## src/rtl/ram_rq.sv

```systemverilog
// ram_rq: per-client SDRAM request adapter.
//
// A rising edge on addr_ok starts one SDRAM read or write request. The
// request is held on req until the bank controller returns din_ok while
// this client is selected (we). The returned data is then latched on dout
// and data_ok is raised. A falling edge on addr_ok drops the request
// (abort) or clears data_ok after the client has consumed the data.
//
// Parameters:
//   AW - address width of addr, offset and sdram_addr
//   DW - data width of din, dout and wrdata
//
// Ports:
//   rst        - asynchronous reset, active high
//   clk        - clock, rising edge
//   addr       - client address
//   offset     - base added to addr
//   addr_ok    - client chip-select; a rising edge starts a request
//   din        - data from the SDRAM controller (read data or write echo)
//   din_ok     - din is valid
//   wrin       - sampled at request start: 1 = write, 0 = read
//   we         - arbiter has selected this client
//   req        - request pending to the SDRAM controller
//   req_rnw    - 1 = read, 0 = write
//   data_ok    - dout is valid for the current request
//   sdram_addr - addr + offset, registered at request start
//   wrdata     - din captured at request start (write payload)
//   dout       - data latched on completion
//
// Optional feature (define RAM_RQ_LFSR_EN):
//   adv        - advance the LFSR by one step this clock
//   lfsr       - 16-bit Fibonacci LFSR, x^16+x^14+x^13+x^11+1, resets to 1

module ram_rq #(
    parameter int unsigned AW = 18,
    parameter int unsigned DW = 8
) (
    input  logic          rst,
    input  logic          clk,
    input  logic [AW-1:0] addr,
    input  logic [AW-1:0] offset,
    input  logic          addr_ok,
    input  logic [DW-1:0] din,
    input  logic          din_ok,
    input  logic          wrin,
    input  logic          we,
`ifdef RAM_RQ_LFSR_EN
    input  logic          adv,
    output logic [15:0]   lfsr,
`endif
    output logic          req,
    output logic          req_rnw,
    output logic          data_ok,
    output logic [AW-1:0] sdram_addr,
    output logic [DW-1:0] wrdata,
    output logic [DW-1:0] dout
);

    logic last_cs;
    logic cs_pos;
    logic cs_neg;

    assign cs_pos = addr_ok & ~last_cs;
    assign cs_neg = ~addr_ok & last_cs;

    always_ff @(posedge clk or posedge rst) begin
        if (rst) begin
            last_cs    <= 1'b0;
            req        <= 1'b0;
            req_rnw    <= 1'b1;
            data_ok    <= 1'b0;
            sdram_addr <= '0;
            wrdata     <= '0;
            dout       <= '0;
        end else begin
            last_cs <= addr_ok;
            // While selected, completion owns the outputs; any chip-select
            // edge seen in the same cycle is dropped.
            if (we) begin
                if (din_ok) begin
                    req     <= 1'b0;
                    data_ok <= 1'b1;
                    dout    <= din;
                end
            end else if (cs_pos) begin
                req        <= 1'b1;
                req_rnw    <= ~wrin;
                data_ok    <= 1'b0;
                sdram_addr <= addr + offset;  // carry out of AW bits dropped
                wrdata     <= din;
            end else if (cs_neg) begin
                req     <= 1'b0;
                data_ok <= 1'b0;
            end
        end
    end

`ifdef RAM_RQ_LFSR_EN
    // Taps 16,14,13,11 give a maximal-length sequence; the all-zero state
    // is unreachable from the non-zero reset value.
    always_ff @(posedge clk or posedge rst) begin
        if (rst) begin
            lfsr <= 16'h0001;
        end else if (adv) begin
            lfsr <= {lfsr[14:0], lfsr[15] ^ lfsr[13] ^ lfsr[12] ^ lfsr[10]};
        end
    end
`endif

endmodule

```

## config.mk

```make
export PLATFORM = sky130hd
export DESIGN_NAME = ram_rq
export DESIGN_NICKNAME = d
export VERILOG_FILES = /design/src/rtl/ram_rq.sv
export SDC_FILE = /design/constraint.sdc
export NUM_CORES = 1
export LEC_CHECK = 0
export CORE_UTILIZATION = 40
export CTS_CLUSTER_DIAMETER = 60
export CTS_CLUSTER_SIZE = 30
export DETAILED_ROUTE_END_ITERATION = 6
export GPL_ROUTABILITY_DRIVEN = 0
export PLACE_DENSITY = 0.78
export SYNTH_ARGS = -nofsm -noshare
export SYNTH_HDL_FRONTEND = slang
export SYNTH_SLANG_ARGS = --single-unit
```

## constraint.sdc

```tcl
create_clock -name clk -period 1.5 [get_ports clk]
set_input_delay 0.3 -clock clk [delete_from_list [all_inputs] [get_ports clk]]
set_output_delay 0.3 -clock clk [all_outputs]
set_load 0.1 [all_outputs]
```

==> impl_results.md, run 1 <==
* Status: finished with violations
* Failing checks: setup timing
* Die ar. at 5940 sq um
* CP Launch Type: primary input
* Post-route DRC at 0
* Clock sink total at 38
* Setup violators final at 13
* Cell variety after synth at 37
* Synth top area share at 41.0%
* Via density per instance at 5.71
* Share of cells above drive strength 1 at 52.0%
* Max-cap violations at 0
* Pleak at 2.13 nW
* TritonCTS Buffers at 5
* Final setup margin at -346 ps
* RSZ-0062 raised after global routing: true
* Number of global-route vias before repair at 2665
* Setup CP Type: primary input to flip-flop
* First-pass GRT wire length at 12700 microns
* Final critical-path required period at 1850 ps
* Antenna Violating Nets Remaining at 0
* Sequential Area at 952 sq um
* Initial antenna violation count at 0
* Largest area contributor in the netlist: dfrtp_1
* Starting Density at 42.8%
* Clock Tree Root: clkbuf_8
* Worst vdd ir at 0.784 mV
* ANT cells at 0
* WP data arrival at 2030 ps
* Clock transition at path regs at 80 ps
* Setup crit end kind: flip-flop
* Drt pass-1 iters at 4
* WL per Instance at 20.6 microns
* Max Clk Rate at 0.542 GHz
* Final hold violation count at 0
* Area of the multi-input gates at 1760 sq um
* Fin area at 4710 sq um
* Final period util at 123%
* Layout area overhead at 109%
* CTS tree: built
* Area of the core at 5270 sq um
* Fin nets at 473
* Worst Hold Class: primary input to flip-flop
* Syn nets at 316
* Crit-path max FO at 3
* Crit path required time at 1680 ps
* CTS H-tree lvls at 2
* Mapped Cells at 248
* Synth Warn # at 0
* GRT overflow at 0
* Final WL at 9790 microns
* #FFs+latches synth at 38
* Vias at 2718
* Synth top area cells: dfrtp_1 (41%), ha_1 (9.4%), nand2_1 (9.3%)
* Power density over the cells at 1220 nW/um^2
* 1st-iter DRT viols at 149
* Fin. max-slew vios at 0
* Die Ht at 77.1 microns
* Clock skew at 4.94 ps
* Worst-Margin Slew at 336 ps
* IO buf count at 86
* Core Rows at 26
* Fill cell count at 210
* WHS at 354 ps
* Cell Area, Placed at 4040 sq um
* Largest net degree at the start of global routing at 39
* Clk buf depth at 2
* Total track usage at 27.6%
* Post-DP HPWL at 5320 microns
* Slew headroom at 77.5%
* Post-synthesis average cell area at 9.10 sq um
* Synth Cell Area at 2260 sq um
* Clk Latency, worst-skew pair at 290 ps
* I/O pin total at 87
* Width of the chip at 77.1 microns
* Seq/Total Area, Yosys at 42.2%
-- synthesized netlist by cell type --
library cell / count
xor2_1: 8
or4_1: 2
dfrtp_1: 37
mux2_2: 8
and3_1: 3
buf_2: 1
nand2b_1: 3
o21ai_0: 19
nand4b_1: 1
o22ai_1: 2
and2_1: 2
fa_1: 1
o2111ai_1: 1
a31o_2: 1
a31o_1: 1
ha_1: 17
nor2_1: 5
nand4_1: 4
nor2b_1: 5
a2111oi_0: 1
clkbuf_1: 9
o31ai_1: 1
o211ai_1: 2
a21oi_1: 15
nor3_1: 2
o21a_1: 2
a31oi_1: 2
a221o_1: 2
a21o_1: 8
inv_1: 6
nand2_1: 56
nand3_1: 9
o21bai_1: 2
xnor2_1: 6
dfstp_2: 1
o21ai_1: 1
a211oi_1: 2
-- layout by cell type (no fill, tap or decap), drive strengths merged, types with 2 or more instances in the layout --
| master | netlist | final |
|---|---|---|
| o21bai | 2 | 2 |
| nand4 | 4 | 4 |
| mux2 | 8 | 8 |
| a21oi | 15 | 15 |
| inv | 6 | 6 |
| dfrtp | 37 | 37 |
| clkdlybuf4s50 | 0 | 19 |
| nor3 | 2 | 2 |
| clkdlybuf4s15 | 0 | 3 |
| buf | 1 | 129 |
| xnor2 | 6 | 6 |
| nand3 | 9 | 9 |
| and2 | 2 | 2 |
| nand2b | 3 | 3 |
| nand2 | 56 | 56 |
| o21ai | 20 | 20 |
| and3 | 3 | 3 |
| or4 | 2 | 2 |
| a31o | 2 | 2 |
| o211ai | 2 | 2 |
| xor2 | 8 | 8 |
| nor2 | 5 | 5 |
| a211oi | 2 | 2 |
| a221o | 2 | 2 |
| o22ai | 2 | 2 |
| dlymetal6s2s | 0 | 2 |
| o21a | 2 | 2 |
| a31oi | 2 | 2 |
| clkbuf | 9 | 15 |
| nor2b | 5 | 5 |
| a21o | 8 | 8 |
| ha | 17 | 17 |
-- cell type report --
class                   count  share of cell area, %
repair buffers            160                   38.2
multi-input cells         194                   37.4
flip-flops and latches     38                   20.2
clock buffers               8                   1.91
well taps                  70                   1.86
inverters                   6                  0.478
-- state kept, by name, indices dropped and copies added, names as in the netlist --
register    cells
data_ok         1
dout            8
last_cs         1
req             1
req_rnw         1
sdram_addr     18
wrdata          8
-- per-layer routing --
layer  vias up  GRT usage, %  part of all wire, %
met5         -             0                    0
met4         0          11.5                  6.1
met3        57          6.67                  7.2
met2       183          51.4                   51
met1      1287          29.3                   36
li1       1191             -                    -
-- worst max-delay path, cell delays in order --
cell and delay [ps]:
buf_6 100, ha_4 150, inv_2 70, fa_2 260, nor2b_4 60, o2111ai_4 250
nand2_2 130, a211oi_4 320, buf_6 150, xor2_1 140, o21ai_1 80
-- path summary, 6_finish.rpt --
kind	from	endpoint	slack, ps	cells past startpoint
worst max-delay path	addr[0]	sdram_addr[12]$_DFFE_PP0P_	-350	11
worst min-delay path	offset[0]	sdram_addr[0]$_DFFE_PP0P_	350	4
min in group asynchronous	rst	sdram_addr[1]$_DFFE_PP0P_	410	3
worst min register to register	req_rnw$_DFFE_PP1P_	req_rnw$_DFFE_PP1P_	530	2
max in group asynchronous	rst	req_rnw$_DFFE_PP1P_	840	3
worst max register to register	last_cs$_DFF_PP0_	sdram_addr[16]$_DFFE_PP0P_	-30	7
-- timing repair --
item / in CTS / in global routing
setup buffers: 15 / 13
setup endpoints to repair: 14 / 22
pin swaps: 43 / 45
resized for setup: 130 / 64
hold buffers: 0 / 0
-- through the flow --
stage	utilization, %	total power, mW	TNS [ps]	worst slack (ps)	std cells
floorplan	-	3.24	-2040	-345	248
global placement	76.7	4.55	-12820	-947	443
detailed placement	76.7	4.63	-14400	-1020	443
CTS	83.9	5.48	-1920	-351	465
global route	89.3	5.92	-3070	-405	476
finish	89.3	5.74	-2460	-346	476
-- cell families after synthesis --
family | synth area share (%)
buffers and inverters | 2.72
and+or+nand+nor | 18.4
AOI/OAI and AO/OA | 17.0
muxes | 3.99
xor gates and xnor gates | 5.44
adders and majority gates | 10.3
DFF | 42.2
-- report_power, final --
part	leakage (nW)	internal (mW)	switching [mW]
registers	0.462	1.22	0.236
logic	1.63	1.40	2.16
clock network	0.0455	0.375	0.355
total	2.13	2.99	2.75
No activity file was read; power rests on OpenSTA's default activity.
==> run 2: changes to the inputs <==
Settings changed: CORE_MARGIN set to 3, HOLD_SLACK_MARGIN set to 0.12.
==> run 2 against run 1 <==
Clock-buffer cell count fell by 1. Critical endpoint is now sdram_addr[16]$_DFFE_PP0P_. Hold slack gained 16 ps. The flow still finishes with violations (setup timing). Critical path type unchanged. Fmax shrank 1.1%. Flip-flop and latch count did not move.
==> impl_results.md, run 2 (synthesized netlist as in run 1, its figures left out) <==
* Status: finished with violations
* Failing checks: setup timing
* WL per Instance at 19.4 microns (-5.7%)
* Dpl cells at 443 (unchanged)
* GRT overflow at 0 (unchanged)
* CTS tree: built
* Net Sw Power at 2.70 mW (-2.1%)
* Seq pwr share at 25.6% (+0.3 points)
* P_int at 2.95 mW (-1.5%)
* Vias at 2663 (-2.0%)
* Setup CP Type: primary input to flip-flop
* Most common library cell in the layout ignoring fill and taps: buf_4
* Fin nets at 469 (-0.85%)
* 1st-iter DRT viols at 105 (-30%)
* Antenna Violating Nets Remaining at 0 (unchanged)
* Fin. max-slew vios at 0 (unchanged)
* Crit path required time at 1730 ps (+50 ps)
* Clock sink total at 38 (unchanged)
* Power density over the cells at 1230 nW/um^2 (+1.1%)
* First-pass GRT wire length at 12800 microns (+0.97%)
* Via density per instance at 5.64 (-1.2%)
* Worst vdd ir at 0.738 mV (-5.9%)
* Final WL at 9160 microns (-6.5%)
* Largest net degree at the start of global routing at 29 (-26%)
* ANT cells at 0 (unchanged)
* DP Worst Slack at -1040 ps (-20.7 ps)
* Total track usage at 25.8% (-1.8 points)
* RSZ-0062 raised after global routing: true
* R2r setup slk at -30 ps (about the same)
* Width of the chip at 81.1 microns (+5.2%)
* Starting Density at 42.8% (unchanged)
* Clock Tree Root: clkbuf_8
* Worst-Margin Slew at 365 ps (+28.8 ps)
* Top reg by flops: sdram_addr
* Layout area overhead at 103%
* I/O pin total at 87 (unchanged)
* Worst Hold Class: primary input to asynchronous set/reset pin
* Setup violators final at 12 (-1)
* Pleak at 2.09 nW (-2.1%)
* Number of global-route vias before repair at 2624 (-1.5%)
* Max Clk Rate at 0.536 GHz (-1.1%)
* Die Ht at 81.1 microns (+5.2%)
* Final period util at 124% (+1.4 points)
* IO buf count at 86 (unchanged)
* Final setup margin at -367 ps (-20.9 ps)
* Final Non-Filler Cells at 472 (-0.84%)
* CP Launch Type: primary input
* Largest registers: sdram_addr: 18 flops, dout: 8 flops, wrdata: 8 flops
* Initial antenna violation count at 0 (unchanged)
* Crit-path max FO at 3 (unchanged)
* Post-route DRC at 0 (unchanged)
* Sw Share at 47.8% (-0.14 points)
* Core Rows at 26 (unchanged)
* Gate power share at 61.4% (-0.6 points)
* Final hold violation count at 0 (unchanged)
* Share of cells above drive strength 1 at 48.3% (-3.7 points)
* Drt pass-1 iters at 4 (unchanged)
* Clock share of power at 13.0% (+0.3 points)
* CTS Hold Buffers Added at 0 (unchanged)
* TritonCTS Buffers at 5 (unchanged)
* Worst r2r path cells at 6 (-1)
* Die ar. at 6580 sq um (+11%)
* Area of the core at 5270 sq um (unchanged)
* Clock skew at 10.7 ps (+5.78 ps)
* Clock transition at path regs at 80 ps (about the same)
* WHS at 370 ps (+16.3 ps)
* Clk buf depth at 2 (unchanged)
* Slew headroom at 75.5% (-2.0 points)
* Max-cap violations at 0 (unchanged)
* Setup crit end kind: flip-flop
* CTS H-tree lvls at 2 (unchanged)
* Largest register FFs at 18 (unchanged)
* WP data arrival at 2090 ps (+60 ps)
* Clk Latency, worst-skew pair at 300 ps (about the same)
* Post-DP HPWL at 5540 microns (+4.0%)
* Final critical-path required period at 1870 ps (+20.9 ps)
* Most frequent cells in the layout: buf_4 (59), nand2_1 (54), buf_12 (38)
* Fill cell count at 245 (+17%)
## run 2: cell count changes in the layout (fill, tap and decap cells not counted), moves of 2 or more
cell,previous run,this run
dlygate4sd2_1,0,11
nand2_4,3,0
buf_2,9,7
nand2_1,52,54
clkbuf_2,7,3
nand3_1,5,7
clkdlybuf4s15_1,3,0
a21oi_4,7,4
buf_6,22,16
ha_4,16,14
buf_8,0,2
a21oi_2,5,7
## run 2: final timing paths
kind | startpoint | to
max in group asynchronous | rst | sdram_addr[17]$_DFFE_PP0P_
min | rst | wrdata[5]$_DFFE_PP0P_
min in group clk | offset[0] | sdram_addr[0]$_DFFE_PP0P_
min reg2reg | wrdata[0]$_DFFE_PP0P_ | wrdata[0]$_DFFE_PP0P_
max | addr[9] | sdram_addr[16]$_DFFE_PP0P_
max reg2reg | last_cs$_DFF_PP0_ | sdram_addr[17]$_DFFE_PP0P_
## run 2: layout make-up
cell class / instances / area [sq um] / share of cell area [%]
inverter: 6 / 22.5 / 0.493
sequential: 38 / 952 / 20.8
multi-input combinational: 194 / 1660 / 36.2
clock buffer: 7 / 86.3 / 1.89
tap: 70 / 87.6 / 1.92
timing repair buffer: 156 / 1760 / 38.6
clock inverter: 1 / 5.00 / 0.109
## run 2: repair_timing
action,CTS,global route
gates resized for setup,126,29
endpoints found under the setup margin,16,22
pin swaps,48,19
setup buffers,18,5
cloned,0,0
## run 2: per-layer routing
metal / global-route usage [%] / up-vias / wire length [microns]
met4: 8.78 / 0 / 378
li1: - / 1176 / -
met1: 28.8 / 1285 / 3310
met3: 5.65 / 40 / 712
met2: 47.9 / 162 / 4760
met5: 0 / - / 0
## run 2: critical path, cell delays in order
cell	delay, ps
dlygate4sd2_1	260
ha_4	280
and2_4	150
nand3_1	140
nor2_1	230
a211oi_2	120
buf_4	140
or4_1	390
nand3_1	100
## run 2: power groups by stage
stage	combinational (mW)	clock (mW)	sequential, mW
floorplan	0.510	0	2.73
global placement	3.11	0	1.44
detailed placement	3.17	0	1.46
CTS	3.33	0.720	1.44
global route	3.59	0.777	1.47
finish	3.47	0.733	1.44
## run 2: metrics by stage
stage	instance area (sq um)	setup TNS, ps	utilization, %	total power, mW
floorplan	2370	-2040	-	3.24
global placement	4030	-12790	76.5	4.55
detailed placement	4030	-14860	76.5	4.63
CTS	4440	-1680	84.3	5.49
global route	4570	-3170	86.8	5.83
finish	4570	-2530	86.8	5.64
